### src/rtl/prog_clk_divider_if.sv
// prog_clk_divider_if
//   Groups the control and status signals of the programmable clock divider.
//   Parameters must match the prog_clk_divider instance that uses it.
//   Signals:
//     en       [N_CH]        per-channel run enable
//     restart                synchronous pulse that reloads and realigns all channels
//     accel    [N_CH*WIDTH]  per-channel accelerator, channel i at [i*WIDTH +: WIDTH]
//     clk_out  [N_CH]        divided 50%-duty square wave per channel
//     tick     [N_CH]        one-cycle strobe on each clk_out toggle
//     period_o [N_CH*WIDTH]  latched effective half-period, same packing as accel
//   Modports: master drives the controls, slave is the divider.
interface prog_clk_divider_if #(
  parameter int unsigned N_CH  = 2,
  parameter int unsigned WIDTH = 25
);
  logic [N_CH-1:0]       en;
  logic                  restart;
  logic [N_CH*WIDTH-1:0] accel;
  logic [N_CH-1:0]       clk_out;
  logic [N_CH-1:0]       tick;
  logic [N_CH*WIDTH-1:0] period_o;

  modport master (
    output en, restart, accel,
    input  clk_out, tick, period_o
  );

  modport slave (
    input  en, restart, accel,
    output clk_out, tick, period_o
  );
endinterface

### src/rtl/prog_clk_divider.sv
// prog_clk_divider
//   Multi-channel programmable clock divider / tick generator. Each channel
//   produces a 50%-duty divided clock and a one-cycle tick on every toggle.
//   The half-period is BASE_PERIOD - accel, clamped to MIN_PERIOD, and is only
//   latched at terminal count (or while idle / on restart), so the divided
//   output never glitches when accel changes mid-count.
//   Ports:
//     clk    system clock, all logic on rising edge
//     rst_n  synchronous active-low reset
//     bus    prog_clk_divider_if.slave (en, restart, accel, clk_out, tick, period_o)
module prog_clk_divider #(
  parameter int unsigned N_CH        = 2,
  parameter int unsigned WIDTH       = 25,
  parameter int unsigned BASE_PERIOD = 25000000,
  parameter int unsigned MIN_PERIOD  = 2
) (
  input  logic                  clk,
  input  logic                  rst_n,
  prog_clk_divider_if.slave     bus
);

  localparam logic [WIDTH-1:0] BASE_W   = WIDTH'(BASE_PERIOD);
  localparam logic [WIDTH-1:0] MIN_W    = WIDTH'(MIN_PERIOD);
  // Clamp threshold held one bit wider so accel values above BASE cannot wrap.
  localparam logic [WIDTH:0]   THRESH_X = (WIDTH+1)'(BASE_PERIOD - MIN_PERIOD);

  logic [WIDTH-1:0]      cnt_q [N_CH];
  logic [WIDTH-1:0]      cnt_d [N_CH];
  logic [WIDTH-1:0]      p_eff [N_CH];
  logic [N_CH*WIDTH-1:0] per_q;
  logic [N_CH*WIDTH-1:0] per_d;
  logic [N_CH-1:0]       clk_out_q;
  logic [N_CH-1:0]       clk_out_d;
  logic [N_CH-1:0]       tick_q;
  logic [N_CH-1:0]       tick_d;

  // Effective half-period from the live accelerator value.
  always_comb begin
    for (int unsigned i = 0; i < N_CH; i++) begin
      if ({1'b0, bus.accel[i*WIDTH +: WIDTH]} >= THRESH_X) begin
        p_eff[i] = MIN_W;
      end else begin
        p_eff[i] = BASE_W - bus.accel[i*WIDTH +: WIDTH];
      end
    end
  end

  // Per-channel next state: restart > disabled > count.
  always_comb begin
    per_d     = per_q;
    clk_out_d = clk_out_q;
    tick_d    = '0;
    for (int unsigned i = 0; i < N_CH; i++) begin
      cnt_d[i] = cnt_q[i];
      if (bus.restart) begin
        cnt_d[i]               = '0;
        clk_out_d[i]           = 1'b0;
        per_d[i*WIDTH +: WIDTH] = p_eff[i];
      end else if (!bus.en[i]) begin
        cnt_d[i]               = '0;
        per_d[i*WIDTH +: WIDTH] = p_eff[i];
      end else if (cnt_q[i] == per_q[i*WIDTH +: WIDTH] - WIDTH'(1)) begin
        cnt_d[i]               = '0;
        clk_out_d[i]           = ~clk_out_q[i];
        tick_d[i]              = 1'b1;
        per_d[i*WIDTH +: WIDTH] = p_eff[i];
      end else begin
        cnt_d[i] = cnt_q[i] + WIDTH'(1);
      end
    end
  end

  always_ff @(posedge clk) begin
    if (!rst_n) begin
      for (int unsigned i = 0; i < N_CH; i++) begin
        cnt_q[i] <= '0;
      end
      per_q     <= {N_CH{BASE_W}};
      clk_out_q <= '0;
      tick_q    <= '0;
    end else begin
      for (int unsigned i = 0; i < N_CH; i++) begin
        cnt_q[i] <= cnt_d[i];
      end
      per_q     <= per_d;
      clk_out_q <= clk_out_d;
      tick_q    <= tick_d;
    end
  end

  assign bus.clk_out  = clk_out_q;
  assign bus.tick     = tick_q;
  assign bus.period_o = per_q;

endmodule

### src/flat_wrapper.sv
// flat-port wrapper written by rule: the top's interface ports become plain ports
module prog_clk_divider_flat 
#(
  parameter int unsigned N_CH        = 2,
  parameter int unsigned WIDTH       = 25,
  parameter int unsigned BASE_PERIOD = 25000000,
  parameter int unsigned MIN_PERIOD  = 2
)
  (clk, rst_n, bus_en, bus_restart, bus_accel, bus_clk_out, bus_tick, bus_period_o);
  prog_clk_divider_if #(.N_CH(N_CH), .WIDTH(WIDTH)) bus_i ();
  input  logic clk;
  input  logic rst_n;
  input wire logic [$bits(bus_i.en)-1:0] bus_en;
  input wire logic [$bits(bus_i.restart)-1:0] bus_restart;
  input wire logic [$bits(bus_i.accel)-1:0] bus_accel;
  output wire logic [$bits(bus_i.clk_out)-1:0] bus_clk_out;
  output wire logic [$bits(bus_i.tick)-1:0] bus_tick;
  output wire logic [$bits(bus_i.period_o)-1:0] bus_period_o;
  assign bus_i.en = bus_en;
  assign bus_i.restart = bus_restart;
  assign bus_i.accel = bus_accel;
  assign bus_clk_out = bus_i.clk_out;
  assign bus_tick = bus_i.tick;
  assign bus_period_o = bus_i.period_o;
  prog_clk_divider #(.N_CH(N_CH), .WIDTH(WIDTH), .BASE_PERIOD(BASE_PERIOD), .MIN_PERIOD(MIN_PERIOD)) u_core (.clk(clk), .rst_n(rst_n), .bus(bus_i));
endmodule
### config.mk
export PLATFORM = sky130hd
export DESIGN_NAME = prog_clk_divider_flat
export DESIGN_NICKNAME = d
export VERILOG_FILES = /design/src/rtl/prog_clk_divider_if.sv /design/src/rtl/prog_clk_divider.sv /design/src/flat_wrapper.sv
export SDC_FILE = /design/constraint.sdc
export NUM_CORES = 1
export LEC_CHECK = 0
export ABC_CLOCK_PERIOD_IN_PS = 4800
export CORE_MARGIN = 2
export CORE_UTILIZATION = 40
export CTS_BUF_LIST = sky130_fd_sc_hd__clkbuf_8
export CTS_CLUSTER_DIAMETER = 40
export CTS_CLUSTER_SIZE = 10
export DETAILED_ROUTE_END_ITERATION = 10
export GPL_TIMING_DRIVEN = 0
export PLACE_DENSITY_LB_ADDON = 0.08
export REMOVE_ABC_BUFFERS = 1
export SYNTH_ARGS = -nofsm -noshare
export SYNTH_HDL_FRONTEND = slang
export SYNTH_SLANG_ARGS = --single-unit
### constraint.sdc
create_clock -name clk -period 4.8 [get_ports clk]
set_clock_uncertainty 0.1 [all_clocks]
set_input_delay 1.44 -clock clk [delete_from_list [all_inputs] [get_ports clk]]
set_output_delay 1.44 -clock clk [all_outputs]
set_load 0.01 [all_outputs]
==> out/results.md <==
| Group | Parameter | Value |
| --- | --- | --- |
| run status | Outcome | finished, final reports clean |
| floorplan | Placeable core region | 0.0180 mm2 |
| synth | Most used DFF post-synth | sky130_fd_sc_hd__dfxtp_1 |
| timing | Final Hold Violating Endpoints | 0 |
| grt | Final global-route overflow total | 0 |
| timing | Relative slew slack | 13.0% |
| synth | Multiplexer share of the synthesized area | 1.74% |
| cts | Clock network latency to the later pin of the worst-skew pair | 0.40 ns |
| synth | Synth Area in XOR/XNOR | 17.0% |
| grt | Largest net degree at the start of global routing | 52 |
| final layout | Post-layout util | 49.0% |
| power | Leak | 2.94 nW |
| flow run | Max-cap check violation count | 0 |
| synth | Total number of yosys warnings | 0 |
| detailed routing | Average routed wire per standard cell | 18.0 um |
| min path | Type of the tightest min-delay check | reg2reg |
| detailed routing | Total vias in the final route | 7,187 |
| cts | Root buffer cell | sky130_fd_sc_hd__clkbuf_8 |
| detailed routing | Remaining antenna violation count after routing | 0 |
| placement | Final estimated routing congestion in global placement | 0.872 |
| power | Max IR drop VDD | 0.000136 V |
| grt | First-pass GRT wire length | 35,100 um |
| worst setup path | Required arrival time at the worst endpoint | 4.92 ns |
| synth | Mean cell area of the mapped netlist | 7.92 um2 |
| grt | Number of antenna violations at the first check in global routing | 0 |
| timing | Final Setup Violations | 0 |
| placement | Dpl hpwl | 16,100 um |
| timing | RSZ-0062 raised after global routing | false |
| timing | Achievable frequency | 0.225 GHz |
| final layout | Area taken by flip-flops and latches | 0.00208 mm2 |
| detailed routing | Total DRC errors in the routed layout | 0 |
| worst setup path | Kind of capture point of the worst setup path | register |
| cts | Cts hold-fix bufs | 0 |
| floorplan | Width of the die | 140 um |
| final layout | Count of antenna diodes in the layout | 0 |
| final layout | Number of nets in the final layout | 1,060 |
| cts | CTS tree | done |
| synth | FFs w/ async S/R, synth | 0% |
| synth | Combinational family with the most area after synthesis | simple AND/OR/NAND/NOR gates |
| placement | Quantity of I/O buffers inserted on ports | 108 |
| final layout | Fill cell count | 1,821 |
| grt | Vias in the first global route | 6,366 |
| placement | Dpl cell area | 0.00853 mm2 |
| detailed routing | DRT iter0 DRCs | 600 |
| synth | Adder-cell share of the synthesized area | 1.36% |
| cts | Clock-pin transition on the worst setup and hold timing paths | 0.12 ns |
| timing | Transition at the pin with the smallest max-transition slack | 1.30 ns |
| floorplan | Initial cell density of the core | 40.8% |
| detailed routing | Total wirelength of the detailed-routed design | 22,200 um |
| synth | Synth Area in Simple Gates | 29.8% |
| synth | Fraction of post-synthesis cell area in the top cell type by area | 28.3% |
| synth | Area of the mapped netlist | 0.00735 mm2 |
| cts | Inserted Clock Buffers | 9 |
| floorplan | Vertical extent of the die | 140 um |
| final layout | Area of the multi-input gates | 0.00504 mm2 |
| worst setup path | Crit path max fanout | 12 |
| timing | Slew Limit Fails | 0 |
| synth | Synthesis-stage register bit count | 104 |
| timing | Tcrit/Tclk final | 92.8% |
| worst setup path | Critical Path Start Type | register |
| timing | Final critical path time including I/O delays and setup | 4.45 ns |
| final layout | Fraction of layout cells with a size suffix above 1 | 5.69% |
| worst setup path | Worst Path Class, Setup | reg2reg |
| floorplan | I/O pin total | 109 |
| worst setup path | Arrival time of the worst setup path | 4.57 ns |
| final layout | Area overhead of the layout relative to synthesis | 20.2% |
| cts | H-tree levels | 3 |
| cts | Clock net sink count | 104 |
| synth | Complex-gate fraction of the synthesized area | 17.4% |
| floorplan | Count of standard-cell rows | 49 |
| synth | Part of the Yosys area used for sequential elements | 28.3% |
| synth | Number of cells produced by synthesis | 928 |
| synth | Yosys top cell by area | sky130_fd_sc_hd__dfxtp_1 |
| detailed routing | Via/cell ratio | 5.84 |
| grt | Total routing usage reported by global routing | 22.0% |
| power | Power density normalized to cell area | 230 mW/mm2 |
| cts | Number of buffers on the longest clock path | 2 |
| synth | Largest cells by area after synthesis | sky130_fd_sc_hd__dfxtp_1 28%, sky130_fd_sc_hd__xnor2_1 9.4%, sky130_fd_sc_hd__xor2_1 7.6% |
| floorplan | Area of the die | 0.0195 mm2 |
| power | Total design power | 2.04 mW |
| final layout | Final instance area | 0.00884 mm2 |
| synth | Count of different cell masters after synthesis | 65 |
| synth | EDFF count, synth | 0 |
| detailed routing | Drt pass-1 iters | 5 |
## timing repair
action | in CTS | in global routing
buffers inserted | 0 | 4
endpoints found under the setup margin | 50 | 61
cloned | 1 | 1
gates resized for setup | 2 | 3
pin swaps | 1 | 2
## synth_stat cells, drive strengths merged (20+ instances only)
cell	count
inv	22
nand3	49
or3	20
xor2	64
and3	26
nand2	52
xnor2	79
o21ai	26
a21oi	23
nor2	105
dfxtp	104
nor3	25
clkbuf	47
nor4	20
nand4	30
o211ai	27
## power breakdown
part,switching (mW),internal (mW),leakage [nW],total (mW)
Combinational,0.245,0.234,1.98,0.479
Clock,0.347,0.227,0.102,0.575
Sequential,0.0828,0.900,0.851,0.983
Total,0.675,1.36,2.94,2.04
## per-layer routing
metal  global-route usage, %  share of wire [%]  vias up  routed length (um)
met1                    35.5                 52     3376               11600
met3                    3.27                6.7       15                1480
li1                        -                  -     3564                   -
met2                    30.2                 40      232                8920
met5                       0                  0        -                   0
met4                    4.89                1.0        0                 227
## logic make-up after synthesis
group,Yosys count
AOI/OAI and AO/OA,174
xor gates and xnor gates,143
adders and majority gates,8
buffers and inverters,81
DFF,104
muxes,12
and+or+nand+nor,406
## final timing paths
check	endpoint	cells after the start	slack [ns]	startpoint
max	u_core.bus.period_o[38]	10	0.35	u_core.bus.period_o[25]
min	u_core.cnt_q[0][25]	1	0.40	u_core.cnt_q[0][25]
max reg2reg	u_core.bus.period_o[38]	10	0.35	u_core.bus.period_o[25]
min reg2reg	u_core.cnt_q[0][25]	1	0.40	u_core.cnt_q[0][25]
## state kept, by name (all words and copies together) (netlist names)
| signal | flops |
|---|---|
| u_core.cnt_q | 50 |
| u_core.bus.tick | 2 |
| u_core.bus.period_o | 50 |
| u_core.bus.clk_out | 2 |
## cell type report
| cell class | instances | area share, % |
|---|---|---|
| Clock buffer | 11 | 1.71 |
| Multi-Input combinational cell | 745 | 57.0 |
| Timing Repair Buffer | 115 | 13.1 |
| Clock inverter | 5 | 0.524 |
| Sequential cell | 104 | 23.5 |
| Tap cell | 229 | 3.24 |
| Inverter | 22 | 0.934 |
## critical path: stages (launching register included)
cell	delay [ns]
sky130_fd_sc_hd__dfxtp_1	0.39
sky130_fd_sc_hd__inv_1	0.08
sky130_fd_sc_hd__ha_1	0.25
sky130_fd_sc_hd__nor4b_1	0.57
sky130_fd_sc_hd__nand4_1	0.43
sky130_fd_sc_hd__or4_1	0.57
sky130_fd_sc_hd__a22oi_1	0.15
sky130_fd_sc_hd__nor4b_1	0.58
sky130_fd_sc_hd__nand4_1	0.74
sky130_fd_sc_hd__nand3_1	0.28
sky130_fd_sc_hd__o311ai_0	0.14
## metrics by stage
step | setup TNS, ns | hold slack [ns] | instances | setup WS, ns
2_1_floorplan | 0 | 0.347 | 869 | 0.775
3_3_place_gp | -41.78 | 0.379 | 1206 | -0.865
3_5_place_dp | -13.75 | 0.382 | 1209 | -0.415
4_1_cts | 0 | 0.409 | 1226 | 0.0971
5_1_grt | 0 | 0.442 | 1231 | 0.0220
6_report | 0 | 0.404 | 1231 | 0.348
## cells in the final DEF (no fill, tap or decap), types with 15 or more instances in the layout
| master | instances |
|---|---|
| sky130_fd_sc_hd__a211oi_1 | 16 |
| sky130_fd_sc_hd__a21oi_1 | 22 |
| sky130_fd_sc_hd__and3_1 | 26 |
| sky130_fd_sc_hd__clkdlybuf4s50_1 | 107 |
| sky130_fd_sc_hd__dfxtp_1 | 104 |
| sky130_fd_sc_hd__inv_1 | 22 |
| sky130_fd_sc_hd__nand2_1 | 52 |
| sky130_fd_sc_hd__nand2b_1 | 15 |
| sky130_fd_sc_hd__nand3_1 | 48 |
| sky130_fd_sc_hd__nand4_1 | 29 |
| sky130_fd_sc_hd__nor2_1 | 103 |
| sky130_fd_sc_hd__nor3_1 | 24 |
| sky130_fd_sc_hd__nor4_1 | 20 |
| sky130_fd_sc_hd__o211ai_1 | 26 |
| sky130_fd_sc_hd__o21ai_0 | 24 |
| sky130_fd_sc_hd__or3_1 | 20 |
| sky130_fd_sc_hd__xnor2_1 | 79 |
| sky130_fd_sc_hd__xor2_1 | 64 |
Note: power is estimated with default switching activity, not from simulation.
